--- config.mk ---
export PLATFORM = sky130hd
export DESIGN_NAME = cpu_status_ctrl
export DESIGN_NICKNAME = d
export VERILOG_FILES = /design/src/rtl/cpu_status_ctrl.sv
export SDC_FILE = /design/constraint.sdc
export NUM_CORES = 1
export LEC_CHECK = 0
export ABC_AREA = 1
export BUFFER_PORTS_ARGS = -buffer_cell sky130_fd_sc_hd__clkbuf_2
export CAP_MARGIN = 10
export CORE_ASPECT_RATIO = 1.5
export CORE_MARGIN = 2
export CORE_UTILIZATION = 35
export CTS_CLUSTER_DIAMETER = 120
export DETAILED_ROUTE_END_ITERATION = 10
export HOLD_SLACK_MARGIN = 0.02
export PLACE_DENSITY = 0.58
export SETUP_SLACK_MARGIN = 0.4
export SLEW_MARGIN = 5
export SYNTH_ARGS = -nofsm -noshare
export SYNTH_HDL_FRONTEND = slang
export SYNTH_SLANG_ARGS = --single-unit
--- constraint.sdc ---
create_clock -name clk_i -period 4.7 [get_ports clk_i]
set_clock_uncertainty 0.1 [all_clocks]
set_input_delay 0.235 -clock clk_i [delete_from_list [all_inputs] [get_ports clk_i]]
set_output_delay 0.235 -clock clk_i [all_outputs]
set_load 0.005 [all_outputs]
--- src/rtl/cpu_status_ctrl.sv ---
// cpu_status_ctrl
// Run/halt controller at the tail of the sequential Y86 datapath. It turns
// the per-instruction status code from the status encoder into an
// architectural CPU state. It also latches the status and PC of the
// instruction that stopped the CPU, and keeps saturating cycle and
// retired-instruction counters.
//
// Ports:
//   clk_i          system clock, rising edge
//   rst_i          synchronous active-high reset
//   start_i        pulse: IDLE -> RUN
//   clear_i        pulse: HALT/FAULT -> IDLE, clears latched info and counters
//   instr_done_i   an instruction completes this cycle
//   stat_i         encoder status: 00 AOK, 10 ADR, 11 INS (01 treated as AOK)
//   halt_instr_i   completing instruction is halt
//   pc_i           PC of completing instruction
//   run_o          fetch/PC-update/writeback enable, high only in RUN
//   cpu_stat_o     architectural status: 00 AOK, 01 HLT, 10 ADR, 11 INS
//   done_o         high in HALT or FAULT
//   stop_pc_o      PC of the instruction that stopped the CPU
//   cycle_cnt_o    cycles spent in RUN (saturating)
//   retired_cnt_o  instructions retired (saturating)
module cpu_status_ctrl #(
    parameter int PC_W  = 64,
    parameter int CNT_W = 32
) (
    input  logic             clk_i,
    input  logic             rst_i,
    input  logic             start_i,
    input  logic             clear_i,
    input  logic             instr_done_i,
    input  logic [1:0]       stat_i,
    input  logic             halt_instr_i,
    input  logic [PC_W-1:0]  pc_i,
    output logic             run_o,
    output logic [1:0]       cpu_stat_o,
    output logic             done_o,
    output logic [PC_W-1:0]  stop_pc_o,
    output logic [CNT_W-1:0] cycle_cnt_o,
    output logic [CNT_W-1:0] retired_cnt_o
);

    typedef enum logic [1:0] {
        S_IDLE  = 2'b00,
        S_RUN   = 2'b01,
        S_HALT  = 2'b10,
        S_FAULT = 2'b11
    } state_t;

    localparam logic [1:0] STAT_AOK = 2'b00;
    localparam logic [1:0] STAT_HLT = 2'b01;

    state_t           state_q;
    logic [1:0]       cpu_stat_q;
    logic [PC_W-1:0]  stop_pc_q;
    logic [CNT_W-1:0] cycle_q, cycle_d;
    logic [CNT_W-1:0] retired_q, retired_d;

    logic in_run;
    logic stat_err;
    logic fault_evt;
    logic halt_evt;
    logic retire_evt;
    logic clear_evt;

    // Counters stick at all-ones instead of wrapping.
    function automatic logic [CNT_W-1:0] sat_inc(input logic [CNT_W-1:0] v);
        return (&v) ? v : v + CNT_W'(1);
    endfunction

    assign in_run     = (state_q == S_RUN);
    // Only the upper status bit marks an error; 01 is never driven and counts as AOK.
    assign stat_err   = stat_i[1];
    assign fault_evt  = in_run && instr_done_i && stat_err;
    assign halt_evt   = in_run && instr_done_i && !stat_err && halt_instr_i;
    // A halt retires; a faulting instruction does not.
    assign retire_evt = in_run && instr_done_i && !stat_err;
    assign clear_evt  = clear_i && ((state_q == S_HALT) || (state_q == S_FAULT));

    always_comb begin
        cycle_d   = cycle_q;
        retired_d = retired_q;
        if (clear_evt) begin
            cycle_d   = '0;
            retired_d = '0;
        end else begin
            // The cycle on which the stop event occurs is still a RUN cycle.
            if (in_run) begin
                cycle_d = sat_inc(cycle_q);
            end
            if (retire_evt) begin
                retired_d = sat_inc(retired_q);
            end
        end
    end

    always_ff @(posedge clk_i) begin
        if (rst_i) begin
            state_q    <= S_IDLE;
            cpu_stat_q <= STAT_AOK;
            stop_pc_q  <= '0;
            cycle_q    <= '0;
            retired_q  <= '0;
        end else begin
            cycle_q   <= cycle_d;
            retired_q <= retired_d;
            case (state_q)
                S_IDLE: begin
                    if (start_i) begin
                        state_q <= S_RUN;
                    end
                end
                S_RUN: begin
                    // Fault wins over halt, so a halt fetched from a bad address reports ADR.
                    if (fault_evt) begin
                        state_q    <= S_FAULT;
                        cpu_stat_q <= stat_i;
                        stop_pc_q  <= pc_i;
                    end else if (halt_evt) begin
                        state_q    <= S_HALT;
                        cpu_stat_q <= STAT_HLT;
                        stop_pc_q  <= pc_i;
                    end
                end
                S_HALT, S_FAULT: begin
                    if (clear_i) begin
                        state_q    <= S_IDLE;
                        cpu_stat_q <= STAT_AOK;
                        stop_pc_q  <= '0;
                    end
                end
                default: begin
                    state_q <= S_IDLE;
                end
            endcase
        end
    end

    assign run_o         = in_run;
    assign done_o        = (state_q == S_HALT) || (state_q == S_FAULT);
    assign cpu_stat_o    = cpu_stat_q;
    assign stop_pc_o     = stop_pc_q;
    assign cycle_cnt_o   = cycle_q;
    assign retired_cnt_o = retired_q;

endmodule

Word level (Yosys, flattened, before mapping)
Cells that the tools add are included.

word-level totals
  bits of input ports = 72
  word-level logic and storage cells = 44
  bits in registers = 132
  output and inout port bits = 132

cells by class
  bitwise gates (word level) = 2
  multiplexer cells = 12
  reduce and logical (&&, ||, !) cells = 17
  $add $sub $neg = 2
  eq/ne operators = 6

operators with widths
  operator                                                          number
  64-bit two-way mux                                                3
  64-bit one-hot mux with 2 select lines                            1
  32-bit by 1-bit adder with 32-bit output (second input constant)  2
  32-bit AND reduction                                              2
  2-bit two-way mux                                                 6
  2-bit one-hot mux with 3 select lines                             1
  3-bit AND reduction                                               2
  1-bit logical AND                                                 5
  2-bit == test (second input constant)                             2
  2-bit != test (second input constant)                             2
  2-bit one-hot mux with 2 select lines                             1
  2-bit AND reduction                                               2
  2-bit OR reduction                                                2
  3-bit by 1-bit != test with 1-bit output (second input constant)  1
  2-bit by 1-bit == test with 1-bit output (second input constant)  1
  2-bit zero test                                                   1
  1-bit inverter                                                    2
  2-bit nonzero test                                                1
  1-bit zero test                                                   1
  1-bit logical OR                                                  1

Logic depth before layout (Yosys ltp)
  word-level depth = 7
  gate-level depth with buffers = 11
  mapped depth without buffers = 10

Worst setup path after synthesis
OpenSTA, ideal clock, no wires.

  kind = register to register
  from = register retired_q[0], in the netlist retired_cnt_o[0]
  to = register retired_q[23], in the netlist retired_cnt_o[23]
  required time = 4485 ps
  cell stages (with the launch flop) = 10
  period minus slack after synthesis = 1735 ps
  path slack = 2965 ps
  setup time = 115 ps
  buffers on the path = 1
  data arrival time = 1520 ps
  cells stage by stage = dfxtp_1 > ha_1 > inv_1 > nor2_2 > nand2_2 > nor2_8 > nand3b_2 > buf_6 > a21oi_1 > nor2_1

on the way
  longest elaborated chain between the ends = 3
  elaborated cells between the ends (all ways) = 4
  classes of those cells = add/sub: 1; bitwise: 1; reduce/logical: 2

ends and longest elaborated chain
  element                                                                                           line  text
  start, declared                                                                                   57    logic [CNT_W-1:0] retired_q, retired_d;
  start signal, assigned                                                                            106   retired_q <= retired_d;
  parallel branches: the longest is 3 deep, another holds 32-bit by 1-bit adder with 32-bit output  -

Several ways; the timed one is not identified.
A chain may end at the register's enable or synchronous reset.

Worst setup path after layout
  from = register state_q[1]
  to = register retired_q[3], in the netlist retired_cnt_o[3]

on the way
  longest elaborated chain between the ends = 4
  elaborated cells between the ends (all ways) = 9
  classes of those cells = eq/ne: 3; reduce/logical: 6

ends and longest elaborated chain
  element                                                                           line    text
  start, declared                                                                   53      state_t state_q;
  start signal, assigned                                                            99      state_q <= S_IDLE;
  start signal, assigned                                                            110     state_q <= S_RUN;
  start signal, assigned                                                            116     state_q <= S_FAULT;
  2-bit by 1-bit == test with 1-bit output / 2-bit == test (equally long branches)  71, 78
  1-bit logical AND / 1-bit logical OR (equally long branches)                      77, 78
  1-bit logical AND, on equally long branches                                       77, 78
  2-bit AND reduction (no line) / 2-bit OR reduction (equally long branches)        -

Parallel ways exist; a longest one is shown, timed or not.

==> flow_summary.ini <==
[floorplanning]
io_pins = 204
core_region_area_mm2 = 0.0174
die_w_um = 113
die_h_um = 168
start_util_pct = 35.9
die_area_mm2 = 0.0190
rows = 59

[finish]
diodes = 0
final_area_mm2 = 0.00863
layout-drive-gt1-share_pct = 21.6
syn_to_final_growth_pct = 37.9
fin_nets = 1274

[power_and_ir_drop]
clock_power_share_pct = 48.5
total_power_w = 0.00280
p_seq_share_pct = 41.8
leakage_nw = 3.54
switchingPower_w = 0.000736
pwr-share-comb_pct = 9.7
switching_share_pct = 26.3
vdd_ir_drop_max_mv = 0.193
p_per_area_mw_per_mm2 = 324
intPower_w = 0.00206

[status]
failed_checks = design-rule violations
status = finished with violations

[critical_path]
r2r_slack_ps = 2350
worstPathArrival_ps = 2590
worstSetupStartpointType = register
cp_max_fo = 12
critPathCaptureType = register
crit_type = register to register
crit_required_ps = 4940

[synth]
ys_ff_latch = 132
synth_most_common_cell = nand2_1
ys_types = 27
synthesis.area_mm2 = 0.00626
synth_cells = 949
synthSimpleGateAreaFrac_pct = 38.0
synthAdderAreaFrac_pct = 0.400
synth_area_per_cell_um2 = 6.60
seq_area_frac_synth_pct = 42.2
synth_top_area_share_pct = 42.2
synth_compound_area_share_pct = 11.2
synth_edf_count = 0
synth_common_cells = nand2_1 (344), dfxtp_1 (132), nor2_1 (130)
synth_xor_area_share_pct = 1.82
yosysTopAreaCell = dfxtp_1
postSynth.asyncResetShare_pct = 0
synthesis.nets = 1023
ys.flop_type = dfxtp_1
synthTopCellsByArea = dfxtp_1 (42%), nand2_1 (21%), a21oi_1 (10%)
synth_top_family_by_area = simple AND/OR/NAND/NOR gates
ys_warn_count = 0
synth_mux_area_share_pct = 0

[clock_network]
cts_tree = yes
path_clk_slew_ps = 60
cts_inserted_buffers = 17
clock-sinks = 132
clock_latency_ps = 430
cts_max_level = 4
clock_path_buffers = 2
cts_setup_buffers = 0
clk_root_buffer_cell = clkbuf_16
cts_resized = 0

[grt]
grt_max_degree = 69
top_usage_layer = met2
grt_overflow_total = 0
met2_usage_pct = 39.0
gr-usage-met1_pct = 22.4
grt_pass1_vias = 6732
grt_antenna_before_repair = 0
use_met3_pct = 6.26
grt.total_usage_pct = 21.3
grt_pass1_wl_mm = 32.6

[sta]
rsz0062_at_grt = no
fin_crit_ps = 2350
worst_pin_slew_ps = 950
setup_viol = 0
clock.fmax_mhz = 426
hold_slack_ps = 38.5
tns_ps = 0
min_period_over_period_pct = 50.0
worst_slack_ps = 2350
slew_violations = 0
hold_violations = 0
slew_headroom_pct = 36.6

[place]
io_buffer_count = 203
gp_congestion = 0.882
place_area_mm2 = 0.00738
hpwlAfterDp_mm = 14.1
dp_slack_ps = 2320

[detailed_routing]
via_count = 6889
ant_nets = 0
dr.first_iter.drc_count = 363
viasPerCell = 4.83
firstDrtPassIters = 8
post-route-drc-count = 7
routedWlPerCell_um = 14.1
wirelength_mm = 20.1

[worst_hold_path]
hp-class = input pin to register

[job]
cap_violations = 0
-- layer usage --
metal	wire length, um	vias to the layer above	part of all wire, %
met3	1220	37	6.1
met1	7780	3120	39
met4	535	0	2.7
met5	0	-	0
met2	10500	205	52
li1	-	3527	-
-- logic make-up (layout without fill, tap and decap cells) --
family                   after synthesis  in the layout
AND/OR/NAND/NOR                      571            571
AO/OA/AOI/OAI                        139            139
flip-flops                           132            132
buffers and inverters                 92            356
XOR/XNOR                              13             13
adder cells (fa/ha/maj)                2              2
-- critical path, stage by stage, from the launching register on --
cell and delay, ps:
dfxtp_1 340, inv_2 70, nand2_1 270, inv_2 210, nand3_2 210, a21oi_1 800
nand2_1 120, a21oi_1 150
-- registers in the layout (all words and copies together) (netlist names) --
register       flops
state_q            2
stop_pc_o         64
cpu_stat_o         2
cycle_cnt_o       32
retired_cnt_o     32
-- worst paths after layout --
path	startpoint	end	depth (start not counted)
max	state_q[1]$_SDFFE_PP0P_	retired_cnt_o[3]$_SDFFE_PP0P_	7
max reg2reg	state_q[1]$_SDFFE_PP0P_	retired_cnt_o[3]$_SDFFE_PP0P_	7
min	stat_i[0]	cpu_stat_o[0]$_SDFFE_PP0P_	3
min reg2reg	stop_pc_o[31]$_SDFFE_PP0P_	stop_pc_o[31]$_SDFFE_PP0P_	2
-- layout make-up --
class                   count  area [um^2]
clock buffers              18          429
clock inverters            14          165
fillers                  1796         8790
inverters                  52          195
multi-input cells         725         3230
flip-flops and latches    132         2640
well taps                 213          267
repair buffers            272         1700
-- cells in the final DEF, fill, tap and decap left out, types with 9 or more instances in the layout --
cell type,count
inv_1,49
dlygate4sd3_1,65
clkbuf_2,203
nor2_1,129
nand4_1,10
dfxtp_1,132
xor2_1,9
clkbuf_16,17
nand3b_1,15
nand2_1,343
a21oi_1,127
nand3_1,44
-- timing repair --
| action | 4_1_cts | 5_1_grt |
|---|---|---|
| endpoints found under the hold margin | 65 | 0 |
| hold buffers | 65 | 0 |
| endpoints found under the setup margin | 0 | 0 |
-- through the flow --
stage               std cells  util (%)
floorplan                 949         -
global route             1426      49.5
detailed placement       1329      42.4
finish                   1426      49.5
CTS                      1426      49.5
global placement         1329      42.4
-- power groups by stage --
stage | logic [W] | registers, W | clock network [W]
2_1_floorplan | 0.000133 | 0.00119 | 0
3_3_place_gp | 0.000231 | 0.00119 | 0
3_5_place_dp | 0.000231 | 0.00119 | 0
4_1_cts | 0.000273 | 0.00117 | 0.00139
5_1_grt | 0.000302 | 0.00117 | 0.00144
6_report | 0.000272 | 0.00117 | 0.00136
Power figures use the tool's default switching activity.
